`src/rtl/bl_mux_arb.sv`:
```
`default_nettype none
// ============================================================================
//  Module   : bl_mux_arb
//  Purpose  : Registered N_CH-to-1 address-bus multiplexer with round-robin
//             arbitration. Each upstream channel has a one-entry holding
//             register. One buffered request per cycle is forwarded to a
//             single downstream port, tagged with its source channel.
//             Both sides use a valid/ready handshake.
//  Revision : 1.0  initial release
// ----------------------------------------------------------------------------
//  Parameters
//    ADDR_W   address width per channel
//    N_CH     number of upstream channels (2..16)
//    CH_W     derived channel-index width, $clog2(N_CH)
//  Ports
//    CLK      in   1              rising-edge clock
//    Reset    in   1              asynchronous active-low reset
//    EN_in    in   N_CH           per-channel request valid
//    A_in     in   N_CH*ADDR_W    per-channel address, ch i at [i*ADDR_W +: ADDR_W]
//    Rdy_in   out  N_CH           per-channel accept (holding register empty)
//    A_out    out  ADDR_W         forwarded address
//    Ch_out   out  CH_W           source channel of A_out
//    EN_out   out  1              downstream valid
//    Rdy_out  in   1              downstream ready
// ============================================================================
module bl_mux_arb #(
  parameter int ADDR_W = 3,
  parameter int N_CH   = 2,
  localparam int CH_W  = $clog2(N_CH)
) (
  input  logic                     CLK,
  input  logic                     Reset,
  input  logic [N_CH-1:0]          EN_in,
  input  logic [N_CH*ADDR_W-1:0]   A_in,
  output logic [N_CH-1:0]          Rdy_in,
  output logic [ADDR_W-1:0]        A_out,
  output logic [CH_W-1:0]          Ch_out,
  output logic                     EN_out,
  input  logic                     Rdy_out
);

  // Channel count and last channel index at the widths used by the
  // pointer arithmetic. The extended width leaves room for ptr + offset
  // before the wrap, so non-power-of-two N_CH works.
  localparam logic [CH_W:0]   N_CH_EXT = (CH_W+1)'(N_CH);
  localparam logic [CH_W-1:0] LAST_CH  = CH_W'(N_CH - 1);

  // --------------------------------------------------------------------------
  // Per-channel state
  // --------------------------------------------------------------------------
  logic [N_CH-1:0]             pend;
  logic [N_CH-1:0][ADDR_W-1:0] hold;
  logic [N_CH-1:0]             capture;
  logic [N_CH-1:0]             grant_oh;

  // --------------------------------------------------------------------------
  // Arbitration and output-register control
  // --------------------------------------------------------------------------
  logic            load;
  logic            take;
  logic            grant_vld;
  logic [CH_W-1:0] grant;
  logic [CH_W-1:0] ptr;
  logic [CH_W-1:0] ptr_nxt;
  logic [CH_W:0]   cand;

  // The output register may accept a new entry when it is empty, or when
  // its current entry is being consumed on this edge.
  assign load = ~EN_out | Rdy_out;
  assign take = load & grant_vld;

  // Round-robin search starting at ptr. The loop runs from the farthest
  // offset down to offset 0. A later match overrides an earlier one, so the
  // pending channel closest to ptr (in wrap order) wins.
  always_comb begin
    grant_vld = 1'b0;
    grant     = '0;
    cand      = '0;
    for (int k = N_CH - 1; k >= 0; k--) begin
      cand = {1'b0, ptr} + (CH_W+1)'(k);
      if (cand >= N_CH_EXT) begin
        cand = cand - N_CH_EXT;
      end
      if (pend[cand[CH_W-1:0]]) begin
        grant_vld = 1'b1;
        grant     = cand[CH_W-1:0];
      end
    end
  end

  // The pointer moves past the granted channel. The wrap is explicit
  // because N_CH need not be a power of two.
  always_comb begin
    ptr_nxt = '0;
    if (grant != LAST_CH) begin
      ptr_nxt = grant + CH_W'(1);
    end
  end

  // --------------------------------------------------------------------------
  // Per-channel holding registers
  // --------------------------------------------------------------------------
  for (genvar i = 0; i < N_CH; i++) begin : g_ch
    logic              pend_q;
    logic [ADDR_W-1:0] hold_q;

    // Accept depends only on registered state and reset. It has no path
    // from EN_in or Rdy_out.
    assign Rdy_in[i]   = Reset & ~pend_q;
    assign capture[i]  = EN_in[i] & Rdy_in[i];
    assign grant_oh[i] = take & (grant == CH_W'(i));

    // Capture needs an empty slot and a grant needs a full one, so the
    // two can never hit the same channel on the same edge.
    always_ff @(posedge CLK or negedge Reset) begin
      if (!Reset) begin
        pend_q <= 1'b0;
        hold_q <= '0;
      end else if (capture[i]) begin
        pend_q <= 1'b1;
        hold_q <= A_in[i*ADDR_W +: ADDR_W];
      end else if (grant_oh[i]) begin
        pend_q <= 1'b0;
      end
    end

    assign pend[i] = pend_q;
    assign hold[i] = hold_q;
  end : g_ch

  // --------------------------------------------------------------------------
  // Output register and round-robin pointer
  // --------------------------------------------------------------------------
  always_ff @(posedge CLK or negedge Reset) begin
    if (!Reset) begin
      EN_out <= 1'b0;
      A_out  <= '0;
      Ch_out <= '0;
      ptr    <= '0;
    end else if (load) begin
      if (grant_vld) begin
        A_out  <= hold[grant];
        Ch_out <= grant;
        EN_out <= 1'b1;
        ptr    <= ptr_nxt;
      end else begin
        // Nothing to forward: drop valid but keep the last address/tag.
        EN_out <= 1'b0;
      end
    end
  end

endmodule : bl_mux_arb
`default_nettype wire

```
`config.mk`:
```
export PLATFORM = sky130hd
export DESIGN_NAME = bl_mux_arb
export DESIGN_NICKNAME = d
export VERILOG_FILES = /design/src/rtl/bl_mux_arb.sv
export SDC_FILE = /design/constraint.sdc
export NUM_CORES = 1
export LEC_CHECK = 0
export CAP_MARGIN = 40
export CELL_PAD_IN_SITES_DETAIL_PLACEMENT = 2
export CELL_PAD_IN_SITES_GLOBAL_PLACEMENT = 2
export CORE_MARGIN = 2
export CORE_UTILIZATION = 28
export CTS_BUF_LIST = sky130_fd_sc_hd__clkbuf_16
export DETAILED_ROUTE_END_ITERATION = 16
export PLACE_DENSITY = 0.73
export SLEW_MARGIN = 20
export SYNTH_ARGS = -nofsm -noshare
export SYNTH_HDL_FRONTEND = slang
export SYNTH_SLANG_ARGS = --single-unit
```
`constraint.sdc`:
```
create_clock -name CLK -period 1.2 [get_ports CLK]
set_input_delay 0.36 -clock CLK [delete_from_list [all_inputs] [get_ports CLK]]
set_output_delay 0.36 -clock CLK [all_outputs]
set_load 0.02 [all_outputs]
```
==> flow_summary.html, run 1 <==
<table>
<tr><th>Metric</th><th>Value</th></tr>
<tr><th colspan="2">Synthesis</th></tr>
<tr><td>Average cell area after synthesis</td><td>12.6 sq um</td></tr>
<tr><td>Post-synthesis cell type count</td><td>22</td></tr>
<tr><td>Cell taking the most area after synthesis</td><td>dfrtp_1</td></tr>
<tr><td>Synthesized netlist cell count</td><td>49</td></tr>
<tr><td>Count of state elements after synthesis</td><td>14</td></tr>
<tr><td>Total of warnings raised by yosys</td><td>0</td></tr>
<tr><td>Post-Syn Area</td><td>619 sq um</td></tr>
<tr><td>Part of the Yosys area used for sequential elements</td><td>0.566</td></tr>
<tr><td>Proportion of netlist area held by the largest area contributor</td><td>0.566</td></tr>
<tr><td>Synth top area cells</td><td>dfrtp_1 57%, mux2_4 7.3%, mux2_2 5.5%, a221o_1 4.8%, nand2_1 3.0%</td></tr>
<tr><td>Total nets after synthesis</td><td>60</td></tr>
<tr><th colspan="2">Floorplan</th></tr>
<tr><td>Die area</td><td>2600 sq um</td></tr>
<tr><td>FP Rows</td><td>17</td></tr>
<tr><td>Core area</td><td>2150 sq um</td></tr>
<tr><td>Starting utilization of the core area</td><td>0.288</td></tr>
<tr><td>Die extent in x</td><td>51.0 microns</td></tr>
<tr><td>IO Count</td><td>18</td></tr>
<tr><td>Die Y-Extent</td><td>51.0 microns</td></tr>
<tr><th colspan="2">Worst setup path</th></tr>
<tr><td>Req. time, crit path</td><td>0.84 ns</td></tr>
<tr><td>R2r worst-path depth</td><td>4</td></tr>
<tr><td>Worst reg2reg startpoint</td><td>g_ch[0].pend_q$_DFFE_PN0P_</td></tr>
<tr><td>Critical R2R Capture</td><td>A_out[2]$_DFFE_PN0N_</td></tr>
<tr><td>Sort of element at the start of the critical path</td><td>register</td></tr>
<tr><td>Critical Path Sink Type</td><td>output pin</td></tr>
<tr><td>Start-to-end type of the worst setup path</td><td>reg -&gt; out</td></tr>
<tr><td>Critical Path AT</td><td>0.93 ns</td></tr>
<tr><td>CP max FO</td><td>3</td></tr>
<tr><td>Setup slack, reg-to-reg</td><td>-0.03 ns</td></tr>
<tr><th colspan="2">Global route</th></tr>
<tr><td>Number of global-route vias before repair</td><td>558</td></tr>
<tr><td>Tot GR Track Use</td><td>0.135</td></tr>
<tr><td>Grt met1 use</td><td>0.140</td></tr>
<tr><td>Largest net degree at the start of global routing</td><td>10</td></tr>
<tr><td>Fraction of met3 tracks used by global routing</td><td>0.0468</td></tr>
<tr><td>M2 GR Usage</td><td>0.234</td></tr>
<tr><td>First-pass GRT wire length</td><td>2.45 mm</td></tr>
<tr><td>Layer carrying the most global-route usage</td><td>met2</td></tr>
<tr><td>Overflow left after global routing</td><td>0</td></tr>
<tr><td>Initial antenna violation count</td><td>0</td></tr>
<tr><th colspan="2">Detailed routing</th></tr>
<tr><td>Wire length reported by the detailed router</td><td>1.64 mm</td></tr>
<tr><td>Detailed-route vias per instance</td><td>4.60</td></tr>
<tr><td>Routed wire length per instance</td><td>15.2 microns</td></tr>
<tr><td>Drt first pass iters</td><td>4</td></tr>
<tr><td>Residual DRC count</td><td>0</td></tr>
<tr><td>Detailed router's first-iteration violation count</td><td>4</td></tr>
<tr><td>Vias after detailed routing</td><td>497</td></tr>
<tr><td>Number of nets still failing antenna checks after routing</td><td>0</td></tr>
<tr><th colspan="2">Run status</th></tr>
<tr><td>Failing checks</td><td>negative setup slack</td></tr>
<tr><td>Result of the run</td><td>finished, violations left</td></tr>
<tr><th colspan="2">STA</th></tr>
<tr><td>Final setup violation count</td><td>3</td></tr>
<tr><td>Tightest Pin Transition</td><td>0.205 ns</td></tr>
<tr><td>RSZ-0062 raised after global routing</td><td>true</td></tr>
<tr><td>Worst Skew</td><td>0.00189 ns</td></tr>
<tr><td>Count of final hold-check violations</td><td>0</td></tr>
<tr><td>Tmin final</td><td>1.29 ns</td></tr>
<tr><td>Number of slew-limit violations in the final report</td><td>0</td></tr>
<tr><td>Final worst-path cycle share</td><td>1.07</td></tr>
<tr><td>Worst slew margin relative to its limit</td><td>0.862</td></tr>
<tr><td>Final setup slack of the worst path</td><td>-0.0854 ns</td></tr>
<tr><td>Highest Clock Rate</td><td>0.778 GHz</td></tr>
<tr><th colspan="2">Place</th></tr>
<tr><td>Weighted congestion at the end of routability-driven global placement</td><td>0.692</td></tr>
<tr><td>Setup slack at placement</td><td>-0.895 ns</td></tr>
<tr><td>HPWL after detailed placement</td><td>1.16 mm</td></tr>
<tr><td>Cell count after placement</td><td>101</td></tr>
<tr><td>PortBufs</td><td>17</td></tr>
<tr><th colspan="2">Finish</th></tr>
<tr><td>Diodes inserted</td><td>0</td></tr>
<tr><td>Most frequent cells in the layout</td><td>14 x dfrtp_1, 9 x buf_4, 8 x clkdlybuf4s50_1, 6 x buf_2, 5 x nand2_1</td></tr>
<tr><td>Commonest non-fill, non-tap cell in the layout</td><td>dfrtp_1</td></tr>
<tr><td>Final cell count without fillers</td><td>108</td></tr>
<tr><td>Post-synthesis to final-layout area growth</td><td>60.0%</td></tr>
<tr><td>Post-layout utilization of the core</td><td>0.461</td></tr>
<tr><td>Count of nets after finishing</td><td>92</td></tr>
<tr><td>Number of inserted filler cells in the final layout</td><td>220</td></tr>
<tr><td>Ratio of cells with drive above 1 in the final layout</td><td>0.500</td></tr>
<tr><th colspan="2">Hold path</th></tr>
<tr><td>Worst hold-check path type</td><td>in -&gt; async</td></tr>
<tr><th colspan="2">CTS</th></tr>
<tr><td>Max Buffers Root-to-Sink</td><td>2</td></tr>
<tr><td>Clk pin slew, worst setup/hold paths</td><td>0.05 ns</td></tr>
<tr><td>TritonCTS clock tree</td><td>yes</td></tr>
<tr><td>Skew-Pair Late Insertion Delay</td><td>0.24 ns</td></tr>
<tr><td>TritonCTS buffer count</td><td>3</td></tr>
<tr><td>Clock H-tree levels</td><td>1</td></tr>
<tr><td>Root Buffer Master</td><td>clkbuf_16</td></tr>
<tr><td>Clk sink count</td><td>14</td></tr>
<tr><th colspan="2">Power and ir drop</th></tr>
<tr><td>Standby leakage power</td><td>0.477 nW</td></tr>
<tr><td>Largest vdd supply drop</td><td>1.23 mV</td></tr>
<tr><td>Power density over the cells</td><td>2550 nW/um^2</td></tr>
<tr><th colspan="2">Flow run</th></tr>
<tr><td>Max capacitance violation total</td><td>0</td></tr>
</table>
report_power, final:
part	leakage (nW)	internal, mW	total [mW]	switching, mW
registers	0.166	0.688	0.829	0.141
clock network	0.0385	0.440	0.630	0.190
logic	0.273	0.567	1.07	0.500
routing by layer:
layer / vias up / share of wire
met3: 2 / 0.041
li1: 235 / -
met1: 249 / 0.40
met5: - / 0
met4: 0 / 0.018
met2: 11 / 0.54
worst max-delay path, stage by stage, from the launching register on:
cell	delay [ns]
dfrtp_1	0.42
nor2b_4	0.14
buf_6	0.12
how the worst max path moves through the flow:
stage	startpoint	end	slack, ns
floorplan	g_ch[1].pend_q$_DFFE_PN0P_	g_ch[1].hold_q[0]$_DFFE_PN0P_	0.006
global placement	Reset	Rdy_in[1]	-0.89
detailed placement	Reset	Rdy_in[1]	-0.89
CTS	g_ch[0].pend_q$_DFFE_PN0P_	Rdy_in[0]	-0.08
global route	g_ch[0].pend_q$_DFFE_PN0P_	Rdy_in[0]	-0.12
finish	g_ch[1].pend_q$_DFFE_PN0P_	Rdy_in[1]	-0.09
final cells by class:
type                    count  area, sq um  area share
multi-input cells          33          292       0.294
clock inverters             1         3.75     0.00379
well taps                  28         35.0      0.0354
repair buffers             28          231       0.234
inverters                   1         3.75     0.00379
clock buffers               3         75.1      0.0758
flip-flops and latches     14          350       0.354
timing repair:
action	in CTS	in global routing
cloned	0	1
setup buffers	1	1
endpoints found under the setup margin	18	7
pin swaps	1	0
gates resized for setup	40	4
hold buffers	0	0
endpoints found under the hold margin	0	0
stage by stage:
stage	instance area [sq um]	power [mW]	hold slack (ns)	TNS (ns)
2_1_floorplan	627	1.38	0.0644	0
3_3_place_gp	881	1.81	0.496	-7.07
3_5_place_dp	881	1.86	0.499	-7.42
4_1_cts	965	2.50	0.170	-0.152
5_1_grt	991	2.68	0.189	-0.381
6_report	991	2.53	0.162	-0.188
Yosys cell counts (all sizes together):
cell    count
nand2       7
mux2        6
a21oi       1
nor3        3
nand2b      1
or3         1
and3        1
dfrtp      14
nor2        2
a22o        1
a22oi       1
buf         1
a221o       3
o21ai       2
inv         1
nor2b       3
and2b       1
sequential cells by signal (all words and copies together) (netlist names):
signal       count
g_ch.hold_q      6
A_out            3
g_ch.pend_q      2
Ch_out           1
EN_out           1
ptr              1
logic make-up (layout without fill, tap and decap cells):
kind of cell | count (synthesis) | count (layout) | share of synthesized area
AOI/OAI and AO/OA | 8 | 8 | 0.0990
buffers and inverters | 2 | 33 | 0.0242
DFF | 14 | 14 | 0.566
muxes | 6 | 6 | 0.127
and+or+nand+nor | 19 | 19 | 0.184
Note: power is estimated with default switching activity, not from simulation.
==> run 2, diff against run 1 <==
Settings changed: PLACE_DENSITY 0.73 to 0.76.
==> run 2 against run 1 <==
  * The flow still finishes with violations (negative setup slack)
  * Critical path depth stayed put
  * Die area did not move
  * Combinational power rose by 9%
  * Highest routed layer unchanged
  * Largest power group unchanged
  * Via count up 4.2%
  * Sequential share of layout area is 1.5 points lower
  * Maximum frequency is 0.45% higher
==> flow_summary.html, run 2 (synthesis results as in run 1) <==
<table>
<tr><th>Metric</th><th>Value</th></tr>
<tr><th colspan="2">Finish</th></tr>
<tr><td>Final instance area</td><td>1030 sq um (+4.4%)</td></tr>
<tr><td>Commonest non-fill, non-tap cell in the layout</td><td>dfrtp_1</td></tr>
<tr><td>Ratio of cells with drive above 1 in the final layout</td><td>0.536 (+0.0357)</td></tr>
<tr><td>Top register by number of flip-flops</td><td>g_ch.hold_q</td></tr>
<tr><td>Post-synthesis to final-layout area growth</td><td>67.1%</td></tr>
<tr><td>Number of inserted filler cells in the final layout</td><td>212 (-3.6%)</td></tr>
<tr><td>Most frequent cells in the layout</td><td>14 x dfrtp_1, 13 x buf_4, 8 x clkdlybuf4s50_1, 5 x buf_2</td></tr>
<tr><td>Post-layout utilization of the core</td><td>0.482 (+0.0204)</td></tr>
<tr><td>Number of flip-flops under the largest register name</td><td>6 (unchanged)</td></tr>
<tr><td>Final cell count without fillers</td><td>112 (+3.7%)</td></tr>
<tr><td>Count of nets after finishing</td><td>96 (+4.3%)</td></tr>
<tr><td>Diodes inserted</td><td>0 (unchanged)</td></tr>
<tr><td>Regs by FF count</td><td>g_ch.hold_q: 6 flops, A_out: 3 flops, g_ch.pend_q: 2 flops</td></tr>
<tr><th colspan="2">Worst setup path</th></tr>
<tr><td>CP max FO</td><td>2 (-1)</td></tr>
<tr><td>Sort of element at the start of the critical path</td><td>register</td></tr>
<tr><td>Cell type of the slowest stage on the worst timing path</td><td>dfrtp_1</td></tr>
<tr><td>Delay of the slowest cell on the worst path</td><td>0.42 ns (about the same)</td></tr>
<tr><td>Cells along the critical path</td><td>nor2b_4 &gt; buf_6</td></tr>
<tr><td>Critical Path Sink Type</td><td>output pin</td></tr>
<tr><td>Count of buffer and inverter cells on the critical path</td><td>1 (unchanged)</td></tr>
<tr><td>Start-to-end type of the worst setup path</td><td>reg -&gt; out</td></tr>
<tr><td>Req. time, crit path</td><td>0.84 ns (about the same)</td></tr>
<tr><td>Critical Path AT</td><td>0.92 ns (about the same)</td></tr>
<tr><td>Crit path max-delay family</td><td>flip-flops</td></tr>
<tr><th colspan="2">Floorplan</th></tr>
<tr><td>Core area</td><td>2150 sq um (unchanged)</td></tr>
<tr><td>FP Rows</td><td>17 (unchanged)</td></tr>
<tr><td>Starting utilization of the core area</td><td>0.288 (unchanged)</td></tr>
<tr><td>IO Count</td><td>18 (unchanged)</td></tr>
<tr><td>Die area</td><td>2600 sq um (unchanged)</td></tr>
<tr><td>Die extent in x</td><td>51.0 microns (unchanged)</td></tr>
<tr><td>Die Y-Extent</td><td>51.0 microns (unchanged)</td></tr>
<tr><th colspan="2">Detailed routing</th></tr>
<tr><td>Routed wire length per instance</td><td>15.6 microns (+2.6%)</td></tr>
<tr><td>Drt first pass iters</td><td>3 (-1)</td></tr>
<tr><td>Residual DRC count</td><td>0 (unchanged)</td></tr>
<tr><td>Vias after detailed routing</td><td>518 (+4.2%)</td></tr>
<tr><td>Number of nets still failing antenna checks after routing</td><td>0 (unchanged)</td></tr>
<tr><td>Detailed-route vias per instance</td><td>4.63 (+0.50%)</td></tr>
<tr><td>Detailed router's first-iteration violation count</td><td>3 (-1)</td></tr>
<tr><td>Wire length reported by the detailed router</td><td>1.74 mm (+6.4%)</td></tr>
<tr><th colspan="2">Power and ir drop</th></tr>
<tr><td>Standby leakage power</td><td>0.503 nW (+5.4%)</td></tr>
<tr><td>Largest vdd supply drop</td><td>1.26 mV (+2.1%)</td></tr>
<tr><td>Power density over the cells</td><td>2540 nW/um^2 (-0.30%)</td></tr>
<tr><th colspan="2">CTS</th></tr>
<tr><td>Clk sink count</td><td>14 (unchanged)</td></tr>
<tr><td>Clk pin slew, worst setup/hold paths</td><td>0.05 ns (about the same)</td></tr>
<tr><td>TritonCTS buffer count</td><td>3 (unchanged)</td></tr>
<tr><td>Root Buffer Master</td><td>clkbuf_16</td></tr>
<tr><td>Skew-Pair Late Insertion Delay</td><td>0.24 ns (about the same)</td></tr>
<tr><td>TritonCTS clock tree</td><td>yes</td></tr>
<tr><td>Max Buffers Root-to-Sink</td><td>2 (unchanged)</td></tr>
<tr><td>Clock H-tree levels</td><td>1 (unchanged)</td></tr>
<tr><th colspan="2">STA</th></tr>
<tr><td>Tmin final</td><td>1.28 ns (-0.00575 ns)</td></tr>
<tr><td>Highest Clock Rate</td><td>0.781 GHz (+0.45%)</td></tr>
<tr><td>Number of slew-limit violations in the final report</td><td>0 (unchanged)</td></tr>
<tr><td>Tightest Pin Transition</td><td>0.218 ns (+0.0123 ns)</td></tr>
<tr><td>Worst Skew</td><td>0.00473 ns (+0.00284 ns)</td></tr>
<tr><td>Count of final hold-check violations</td><td>0 (unchanged)</td></tr>
<tr><td>Final setup slack of the worst path</td><td>-0.0796 ns (+0.00575 ns)</td></tr>
<tr><td>Final setup violation count</td><td>5 (+2)</td></tr>
<tr><td>RSZ-0062 raised after global routing</td><td>true</td></tr>
<tr><td>Worst slew margin relative to its limit</td><td>0.855 (-0.00714)</td></tr>
<tr><td>Final worst-path cycle share</td><td>1.07 (-0.00480)</td></tr>
<tr><th colspan="2">Place</th></tr>
<tr><td>Weighted congestion at the end of routability-driven global placement</td><td>0.682 (-1.5%)</td></tr>
<tr><td>HPWL after detailed placement</td><td>1.19 mm (+3.3%)</td></tr>
<tr><td>Cell area after placement</td><td>896 sq um (+1.7%)</td></tr>
<tr><td>PortBufs</td><td>17 (unchanged)</td></tr>
<tr><td>Cell count after placement</td><td>103 (+2.0%)</td></tr>
<tr><th colspan="2">Global route</th></tr>
<tr><td>Initial antenna violation count</td><td>0 (unchanged)</td></tr>
<tr><td>Number of global-route vias before repair</td><td>536 (-3.9%)</td></tr>
<tr><td>Tot GR Track Use</td><td>0.153 (+0.0180)</td></tr>
<tr><td>Overflow left after global routing</td><td>0 (unchanged)</td></tr>
<tr><td>First-pass GRT wire length</td><td>2.82 mm (+15%)</td></tr>
<tr><td>Largest net degree at the start of global routing</td><td>10 (unchanged)</td></tr>
<tr><th colspan="2">Run status</th></tr>
<tr><td>Result of the run</td><td>finished, violations left</td></tr>
<tr><td>Failing checks</td><td>negative setup slack</td></tr>
<tr><th colspan="2">Hold path</th></tr>
<tr><td>Worst hold-check path type</td><td>in -&gt; async</td></tr>
<tr><th colspan="2">Flow run</th></tr>
<tr><td>Max capacitance violation total</td><td>0 (unchanged)</td></tr>
</table>
==> run 2: changes by cell type in the layout (fill, tap and decap cells not counted), sizes merged <==
cell | previous run | this run
buf | 18 | 22
==> run 2: timing repair <==
item,CTS,global route
pin swaps,0,2
cloned,0,0
hold buffers,0,0
buffers inserted,1,4
resized for setup,40,8
endpoints found under the setup margin,18,9
==> run 2: routing by layer <==
metal	routed length [microns]	global-route usage
met1	788	0.205
met2	874	0.240
met3	54	0.0380
met4	24	0.0541
met5	0	0
==> run 2: worst paths after layout <==
kind	end	slack, ns	from	cells past startpoint
setup / recovery	Rdy_in[0]	-0.08	g_ch[0].pend_q$_DFFE_PN0P_	2
hold / removal	ptr$_DFFE_PN0N_	0.18	Reset	2
setup reg to reg	A_out[1]$_DFFE_PN0N_	-0.04	g_ch[0].pend_q$_DFFE_PN0P_	4
hold reg to reg	A_out[2]$_DFFE_PN0N_	0.51	g_ch[0].hold_q[2]$_DFFE_PN0P_	1
max in group asynchronous	g_ch[0].hold_q[2]$_DFFE_PN0P_	0.87	Reset	2
min in group CLK	A_out[2]$_DFFE_PN0N_	0.51	g_ch[0].hold_q[2]$_DFFE_PN0P_	1
==> run 2: stage by stage <==
| stage | TNS [ns] | setup WS [ns] | hold WS [ns] | total power, mW |
|---|---|---|---|---|
| floorplan | 0 | 0.00638 | 0.0644 | 1.38 |
| global placement | -7.29 | -0.904 | 0.487 | 1.83 |
| detailed placement | -7.67 | -0.895 | 0.503 | 1.89 |
| CTS | -0.290 | -0.0638 | 0.193 | 2.55 |
| global route | -0.444 | -0.104 | 0.205 | 2.80 |
| finish | -0.263 | -0.0796 | 0.183 | 2.63 |
==> run 2: power breakdown <==
part           switching, mW  internal [mW]  leakage [nW]
sequential             0.148          0.689         0.166
clock                  0.181          0.440        0.0385
combinational          0.535          0.638         0.299
total                  0.864           1.77         0.503
==> run 2: area by class of cell <==
class / count / area, sq um / area share
well taps: 28 / 35.0 / 0.0339
repair buffers: 32 / 268 / 0.259
clock buffers: 3 / 75.1 / 0.0726
multi-input cells: 33 / 299 / 0.289
clock inverters: 1 / 3.75 / 0.00363
inverters: 1 / 3.75 / 0.00363
flip-flops and latches: 14 / 350 / 0.339
